`config.mk`:
```
export PLATFORM = sky130hd
export DESIGN_NAME = ball_motion
export DESIGN_NICKNAME = d
export VERILOG_FILES = /design/src/rtl/ball_motion.sv
export SDC_FILE = /design/constraint.sdc
export NUM_CORES = 1
export LEC_CHECK = 0
export ABC_AREA = 1
export ABC_CLOCK_PERIOD_IN_PS = 3470
export CORE_UTILIZATION = 60
export CTS_CLUSTER_DIAMETER = 200
export DETAILED_ROUTE_END_ITERATION = 8
export PLACE_DENSITY = 0.81
export SETUP_SLACK_MARGIN = 0.4
export SYNTH_ARGS = -nofsm -noshare
export SYNTH_HDL_FRONTEND = slang
export SYNTH_SLANG_ARGS = --single-unit
```
`constraint.sdc`:
```
create_clock -name iClk -period 3.47 [get_ports iClk]
set_input_delay 0.8675 -clock iClk [delete_from_list [all_inputs] [get_ports iClk]]
set_output_delay 0.8675 -clock iClk [all_outputs]
set_load 0.03 [all_outputs]
```
`src/rtl/ball_motion.sv`:
```
// Ball position/direction owner: move-tick timer, crash-driven direction flips, clamped stepping.
// Optional floor-miss handling (oMiss port) is enabled by defining BALL_MISS_EN.
module ball_motion #(
   parameter int unsigned TICK_DIV = 833333,
   parameter int unsigned STEP     = 2,
   parameter int unsigned X_MIN    = 10,
   parameter int unsigned X_MAX    = 630,
   parameter int unsigned Y_MIN    = 10,
   parameter int unsigned Y_MAX    = 470,
   parameter int unsigned X_INIT   = 320,
   parameter int unsigned Y_INIT   = 240
) (
   input  logic       iClk,
   input  logic       iRst_n,
   input  logic [3:0] iCrash,
   input  logic       iStart,
   input  logic       iPause,
   output logic [9:0] oBall_x,
   output logic [9:0] oBall_y,
   output logic       oDir_x,
   output logic       oDir_y,
   output logic       oBounce,
   output logic       oRunning
`ifdef BALL_MISS_EN
   ,
   output logic       oMiss
`endif
);

   localparam int unsigned CNT_W = (TICK_DIV > 1) ? $clog2(TICK_DIV) : 1;
   localparam logic [CNT_W-1:0] CNT_LAST = CNT_W'(TICK_DIV - 1);

   localparam logic [1:0] ST_IDLE  = 2'd0;
   localparam logic [1:0] ST_RUN   = 2'd1;
   localparam logic [1:0] ST_PAUSE = 2'd2;

   localparam logic signed [10:0] S_STEP  = 11'(STEP);
   localparam logic signed [10:0] S_X_MIN = 11'(X_MIN);
   localparam logic signed [10:0] S_X_MAX = 11'(X_MAX);
   localparam logic signed [10:0] S_Y_MIN = 11'(Y_MIN);
   localparam logic signed [10:0] S_Y_MAX = 11'(Y_MAX);

   logic [1:0]       r_state;
   logic [CNT_W-1:0] r_cnt;
   logic [9:0]       r_x;
   logic [9:0]       r_y;
   logic             r_dx;
   logic             r_dy;
   logic             r_bounce;
`ifdef BALL_MISS_EN
   logic             r_miss;
   logic             w_miss;
`endif

   logic              w_tick;
   logic              w_dx_new;
   logic              w_dy_new;
   logic signed [10:0] w_x_sum;
   logic signed [10:0] w_y_sum;
   logic [9:0]        w_x_nxt;
   logic [9:0]        w_y_nxt;

   // Pause freezes the counter in the same cycle it is seen, so no tick fires then.
   assign w_tick = (r_state == ST_RUN) && !iPause && (r_cnt == CNT_LAST);

`ifdef BALL_MISS_EN
   assign w_miss = w_tick && iCrash[0] && (r_y >= 10'(Y_MAX - STEP));
`endif

   always_comb begin
      w_dx_new = r_dx;
      w_dy_new = r_dy;
      if (iCrash[3] && !iCrash[2]) w_dx_new = 1'b1;
      else if (iCrash[2] && !iCrash[3]) w_dx_new = 1'b0;
      if (iCrash[1] && !iCrash[0]) w_dy_new = 1'b1;
      else if (iCrash[0] && !iCrash[1]) w_dy_new = 1'b0;
   end

   // Step with the freshly resolved directions, then clamp to the play field.
   always_comb begin
      w_x_sum = $signed({1'b0, r_x}) + (w_dx_new ? S_STEP : -S_STEP);
      w_y_sum = $signed({1'b0, r_y}) + (w_dy_new ? S_STEP : -S_STEP);
      if (w_x_sum < S_X_MIN)      w_x_nxt = 10'(X_MIN);
      else if (w_x_sum > S_X_MAX) w_x_nxt = 10'(X_MAX);
      else                        w_x_nxt = w_x_sum[9:0];
      if (w_y_sum < S_Y_MIN)      w_y_nxt = 10'(Y_MIN);
      else if (w_y_sum > S_Y_MAX) w_y_nxt = 10'(Y_MAX);
      else                        w_y_nxt = w_y_sum[9:0];
   end

   always_ff @(posedge iClk or negedge iRst_n) begin
      if (!iRst_n) begin
         r_state  <= ST_IDLE;
         r_cnt    <= '0;
         r_x      <= 10'(X_INIT);
         r_y      <= 10'(Y_INIT);
         r_dx     <= 1'b1;
         r_dy     <= 1'b0;
         r_bounce <= 1'b0;
`ifdef BALL_MISS_EN
         r_miss   <= 1'b0;
`endif
      end else begin
         r_bounce <= 1'b0;
`ifdef BALL_MISS_EN
         r_miss   <= 1'b0;
`endif
         case (r_state)
            ST_IDLE: begin
               r_cnt <= '0;
               if (iStart && !iPause) r_state <= ST_RUN;
            end
            ST_RUN: begin
               if (iPause) begin
                  r_state <= ST_PAUSE;
`ifdef BALL_MISS_EN
               end else if (w_miss) begin
                  r_state <= ST_IDLE;
                  r_cnt   <= '0;
                  r_x     <= 10'(X_INIT);
                  r_y     <= 10'(Y_INIT);
                  r_dx    <= 1'b1;
                  r_dy    <= 1'b0;
                  r_miss  <= 1'b1;
`endif
               end else if (w_tick) begin
                  r_cnt    <= '0;
                  r_dx     <= w_dx_new;
                  r_dy     <= w_dy_new;
                  r_x      <= w_x_nxt;
                  r_y      <= w_y_nxt;
                  r_bounce <= (w_dx_new != r_dx) || (w_dy_new != r_dy);
               end else begin
                  r_cnt <= r_cnt + CNT_W'(1);
               end
            end
            ST_PAUSE: begin
               if (!iPause) r_state <= ST_RUN;
            end
            default: r_state <= ST_IDLE;
         endcase
      end
   end

   assign oBall_x  = r_x;
   assign oBall_y  = r_y;
   assign oDir_x   = r_dx;
   assign oDir_y   = r_dy;
   assign oBounce  = r_bounce;
   assign oRunning = (r_state == ST_RUN);
`ifdef BALL_MISS_EN
   assign oMiss    = r_miss;
`endif

endmodule
```
Word-level counts from Yosys, hierarchy flattened
Index checks and enable logic that the tools add are counted.
Widths: inputs -> output; s select.
{"block": "op_classes", "magnitude_cmp": 4, "n_addsub": 3, "shifts": 0, "bitwise": 1, "n_mux": 20, "multipliers": 0, "n_div": 0, "n_eq_ne": 9, "n_reduce_logical": 18}
{"operator": "$mux 10", "n": 4}
{"operator": "$mux 20", "n": 2}
{"operator": "$pmux 20 s2", "n": 1}
{"operator": "$add 11x11->11", "n": 2}
{"operator": "$lt 11x5->1 const B", "n": 2}
{"operator": "$mux 11", "n": 2}
{"operator": "$add 20x1->20 const B", "n": 1}
{"operator": "$eq 20x20->1 const B", "n": 1}
{"operator": "$gt 11x10->1 const B", "n": 1}
{"operator": "$gt 11x11->1 const B", "n": 1}
{"operator": "$ne 2x2->1 const B", "n": 4}
{"operator": "$logic_and 1x1->1", "n": 7}
{"operator": "$mux 1", "n": 7}
{"operator": "$mux 2", "n": 3}
{"operator": "$pmux 2 s3", "n": 1}
{"operator": "$reduce_and 3->1", "n": 2}
{"operator": "$logic_not 1->1", "n": 5}
{"operator": "$eq 2x1->1 const B", "n": 1}
{"operator": "$eq 2x2->1 const B", "n": 1}
{"operator": "$logic_not 2->1", "n": 1}
{"operator": "$ne 1x1->1", "n": 2}
{"operator": "$reduce_and 2->1", "n": 1}
{"operator": "$reduce_bool 2->1", "n": 1}
{"operator": "$logic_or 1x1->1", "n": 1}
{"operator": "$not 1->1", "n": 1}
{"block": "word_totals", "latch_bits": 0, "reg_bits": 45, "mem_bits_rw": 0, "romBits": 0, "wordCells": 62, "input_bits": 8, "output_inout_bits": 24, "memories": 0}

Logic depth before layout (Yosys ltp)
{"block": "depth", "word_depth": 9, "depth_mapped": 20, "depth_no_buf": 20}

Worst setup path before layout
No wires, ideal clock.
{"block": "synth_path", "path_kind": "input to register", "start": "in iCrash[2]", "end": "reg r_x[1] (netlist: oBall_x[1])", "stages": 15, "setup_ns": 0.119, "path_buffers": 0, "t_required_ns": 3.351, "setup_slack_ns": 0.584, "t_arrival_ns": 2.767, "path_cell_list": "inv_1 -> o21ai_1 -> ha_1 -> nand2_1 -> inv_1 -> a21oi_1 -> nand2_1 -> nand2_1 -> nand2_2 -> nor2_4 -> nand2_2 -> nand2_2 -> nand3_2 -> nand2_1 -> nand2_1"}
{"block": "synth_between", "elab_chain_len": 8, "elab_cells_between_ends": 11, "cone_classes": "add/sub: 1; order compare: 2; mux: 5; reduce/logical: 3"}
{"element": "start, declared", "line": "15", "source": "input logic [3:0] iCrash,"}
{"element": "$logic_and 1x1->1 or $logic_not 1->1 (tied branches)", "line": "74, 73"}
{"element": "$mux 1 or $logic_and 1x1->1 (tied branches)", "line": "74, 73"}
{"element": "$mux 1 (*)", "line": "73", "source": "if (iCrash[3] && !iCrash[2]) w_dx_new = 1'b1;"}
{"element": "$mux 11 (*)", "line": "81", "source": "w_x_sum = $signed({1'b0, r_x}) + (w_dx_new ? S_STEP : -S_STEP);"}
{"element": "$add 11x11->11 (*)", "line": "81"}
{"element": "$gt 11x11->1", "line": "84", "source": "else if (w_x_sum > S_X_MAX) w_x_nxt = 10'(X_MAX);"}
{"element": "$mux 10", "line": "84"}
{"element": "$mux 10 (*)", "line": "83", "source": "if (w_x_sum < S_X_MIN) w_x_nxt = 10'(X_MIN);"}
{"element": "end signal, assigned", "line": "95", "source": "r_x <= 10'(X_INIT);"}
{"element": "end signal, assigned", "line": "130", "source": "r_x <= w_x_nxt;"}
{"element": "end, declared", "line": "45", "source": "logic [9:0] r_x;"}
Mark *: on every way between the ends. The rest lies on a longest branch, timed or not.
A chain may end at the register's enable or synchronous reset.

Final worst setup path
{"block": "layout_path", "start": "in iCrash[2]", "end": "reg r_x[4] (netlist: oBall_x[4])"}
Same word-level chain as after synthesis.

==> flow_metrics.env <==
export IMPL_status="finished, final reports clean"
export IMPL_area_delta_synth_final_pct=22.79
export IMPL_number_of_enable_type_register_cells_in_the_synthesized_netlist=0
export IMPL_firstDrtPassIters=5
export IMPL_h_tree_depth=2
export IMPL_postSynth_topFlopCell="dfrtp_1"
export IMPL_power_per_cell_area_nw_per_um2=248.1
export IMPL_worst_slew_pin_transition_ns=0.9260
export IMPL_grt_pass1_vias=3211
export IMPL_detail_route_wl_per_cell_um=13.06
export IMPL_timing_max_transition_violations_final=0
export IMPL_ranking_of_synthesized_cells_by_area="dfrtp_1 (26%), nand2_1 (19%), inv_1 (8.1%), ha_1 (7.2%), dfstp_2 (5.3%)"
export IMPL_share_of_synthesized_cell_area_in_full_adder_half_adder_and_majority_cells_pct=8.366
export IMPL_final_min_period_over_clock_period_pct=85.87
export IMPL_grt_pass1_wl_mm=13.78
export IMPL_total_power_mw=1.057
export IMPL_cts_made_buffers=5
export IMPL_die_width_um=78.05
export IMPL_critical_path_peak_fanout=6
export IMPL_seq_area_frac_synth_pct=31.27
export IMPL_num_antenna_cells=0
export IMPL_syn_area_per_cell_sq_um=6.843
export IMPL_final_setup_skew_ns=0.005841
export IMPL_filler_cell_count=408
export IMPL_groute_usage_overall_pct=27.98
export IMPL_postSynthRegisterBits=43
export IMPL_yosys_cell_types_count=39
export IMPL_detail_route_iter0_violations=166
export IMPL_grt_antenna_before_repair=0
export IMPL_tritoncts_clock_tree="done"
export IMPL_cts_hold_buffers=0
export IMPL_power_leakage_nw=2.086
export IMPL_endpoint_kind_of_the_worst_setup_timing_path="flop"
export IMPL_finalWirelength_mm=8.255
export IMPL_finalWeightedCongestion=0.8813
export IMPL_layout_nets=589
export IMPL_timing_fmax_mhz=335.6
export IMPL_routed_via_density=5.378
export IMPL_ant_nets=0
export IMPL_worst_setup_hold_path_clk_slew_ns=0.08
export IMPL_route_vias_total=3399
export IMPL_core_region_area_sq_um=5540
export IMPL_relative_slew_slack_pct=38.27
export IMPL_floorplan_rows=27
export IMPL_drive_gt1_share_pct=21.61
export IMPL_layout_common_cells="nand2_1 (167), inv_1 (71), dfrtp_1 (36), nand3_1 (27)"
export IMPL_synthArstFlopShare_pct=100.0
export IMPL_synth_top_cell_area_share_pct=25.96
export IMPL_insertion_delay_ns=0.30
export IMPL_post_dp_hpwl_mm=6.020
export IMPL_drc=0
export IMPL_final_period_minus_worst_setup_slack_ns=2.980
export IMPL_globalRoute_totalOverflow=0
export IMPL_num_io_pins=32
export IMPL_synth_area_in_compound_gates_pct=10.42
export IMPL_timing_hold_worst_class="flop to flop"
export IMPL_syn_std_cell_area_sq_um=3470
export IMPL_synth_simple_gate_area_share_pct=38.23
export IMPL_clk_root_buffer_cell="clkbuf_8"
export IMPL_vdd_drop_max_uv=256.6
export IMPL_grt_start_max_net_pins=44
export IMPL_initial_core_util_pct=62.62
export IMPL_netlist_top_cell_by_area="dfrtp_1"
export IMPL_crit_path_required_time_ns=3.66
export IMPL_layout_commonest_cell="nand2_1"
export IMPL_ys_warnings_count=0
export IMPL_timing_critical_path_from_type="input pin"
export IMPL_die_height_um=78.05
export IMPL_final_setup_viol_count=0
export IMPL_clock_sinks=43
export IMPL_numPortBuffers=29
export IMPL_largest_family_of_logic_cells_by_synthesized_area="simple AND/OR/NAND/NOR gates"
export IMPL_final_hold_viol_count=0
export IMPL_critPathKind="input pin to flop"
export IMPL_xor_xnor_cell_area_share_of_the_yosys_netlist_pct=1.515
export IMPL_critPathArrivalTime_ns=3.17
export IMPL_reported_max_cap_violation_count=0
export IMPL_holdWs_ns=0.4919
export IMPL_grt_setup_unrepaired="false"
export IMPL_clock_path_buffers=2
export IMPL_synth_mux_area_share_pct=0
export IMPL_postLayoutCoreUtil_pct=76.90
export IMPL_netlist_instances=507
export IMPL_die_area_sq_um=6091
## layout make-up
class / instances / area [sq um] / area share (%)
tap: 72 / 90.09 / 2.115
sequential: 43 / 1085 / 25.46
timing repair inverter: 1 / 7.507 / 0.1762
inverter: 83 / 319.1 / 7.489
clock inverter: 2 / 12.51 / 0.2937
multi-input combinational: 376 / 2231 / 52.36
clock buffer: 6 / 72.57 / 1.703
timing repair buffer: 49 / 442.9 / 10.40
## power breakdown
group	total, mW	internal [mW]	switching [mW]
logic	0.228	0.0828	0.145
registers	0.511	0.506	0.00492
clock network	0.318	0.141	0.177
total	1.06	0.730	0.328
## metal layers
| layer | GRT usage (%) | up-vias | wire length (um) |
|---|---|---|---|
| li1 | - | 1710 | - |
| met1 | 34.30 | 1593 | 3559 |
| met2 | 50.61 | 79 | 4256 |
| met3 | 3.605 | 17 | 288 |
| met4 | 9.074 | 0 | 151 |
| met5 | 0 | - | 0 |
## final timing paths
path | to | slack (ns) | start | cells after the start
max in group asynchronous | r_cnt[6] | 2.19 | iRst_n | 1
setup / recovery | oBall_x[4] | 0.49 | iCrash[2] | 17
hold / removal | oBall_y[7] | 0.49 | oBall_y[7] | 2
setup reg to reg | oBall_x[4] | 1.02 | oDir_x | 15
min in group asynchronous | oBall_y[9] | 0.69 | iRst_n | 1
hold reg to reg | oBall_y[7] | 0.49 | oBall_y[7] | 2
## logic make-up (layout without fill, tap and decap cells)
logic type / count (synthesis) / after routing
simple gates: 283 / 283
buf+inv: 89 / 141
compound gates: 63 / 63
flops: 43 / 43
fa+ha+maj: 22 / 22
xor+xnor: 6 / 6
other cells: 1 / 2
## synth_stat cells (2+ instances only)
| master | number |
|---|---|
| nand3b_1 | 4 |
| nand2_2 | 13 |
| buf_4 | 3 |
| fa_1 | 2 |
| nor3_2 | 2 |
| o21ai_0 | 19 |
| nor2_2 | 6 |
| nor2_4 | 4 |
| dfstp_2 | 7 |
| xor2_1 | 3 |
| o21ai_1 | 6 |
| nor2_1 | 26 |
| or2_2 | 2 |
| nand3_4 | 2 |
| a21oi_2 | 2 |
| inv_1 | 75 |
| ha_1 | 20 |
| nand2_1 | 175 |
| dfrtp_1 | 36 |
| nand3_1 | 28 |
| inv_2 | 7 |
| nand4_1 | 8 |
| o21ai_2 | 2 |
| nand3_2 | 9 |
| clkbuf_1 | 3 |
| a31oi_1 | 2 |
| o22ai_1 | 10 |
| xnor2_1 | 3 |
| a21oi_1 | 17 |
| nor3_1 | 2 |
## sequential cells by signal, indices dropped and copies added (netlist names)
signal	cells
r_cnt	20
oBall_x	9
oBall_y	9
r_state	2
oBounce	1
oDir_x	1
oDir_y	1
## through the flow
stage / setup TNS, ns / cells / worst slack [ns] / area, sq um
2_1_floorplan: 0 / 508 / 0.5837 / 3473
3_3_place_gp: -0.01251 / 615 / -0.01251 / 3905
3_5_place_dp: -0.5086 / 615 / -0.1322 / 3905
4_1_cts: 0 / 631 / 0.4117 / 4106
5_1_grt: 0 / 632 / 0.3642 / 4260
6_report: 0 / 632 / 0.4902 / 4260
## critical path: stages
cell and delay [ns]:
clkdlybuf4s50_1 0.41, inv_2 0.08, nand2_1 0.06, nand2_2 0.08, o21ai_2 0.08, buf_4 0.17, fa_1 0.44, nand2_1 0.12
nand2_1 0.09, nand2_1 0.09, nand3b_1 0.09, nand2_1 0.18, nand3_2 0.12, nand2_2 0.11, inv_2 0.06, nand2_1 0.06
nand2_1 0.05
## timing repair
action                                  CTS  global route
endpoints found under the setup margin    8            15
cloned                                    1             1
setup buffers                             7             0
pin swaps                                 5             9
endpoints found under the hold margin     0             0
resized for setup                        15            32
No activity file was read; power rests on OpenSTA's default activity.
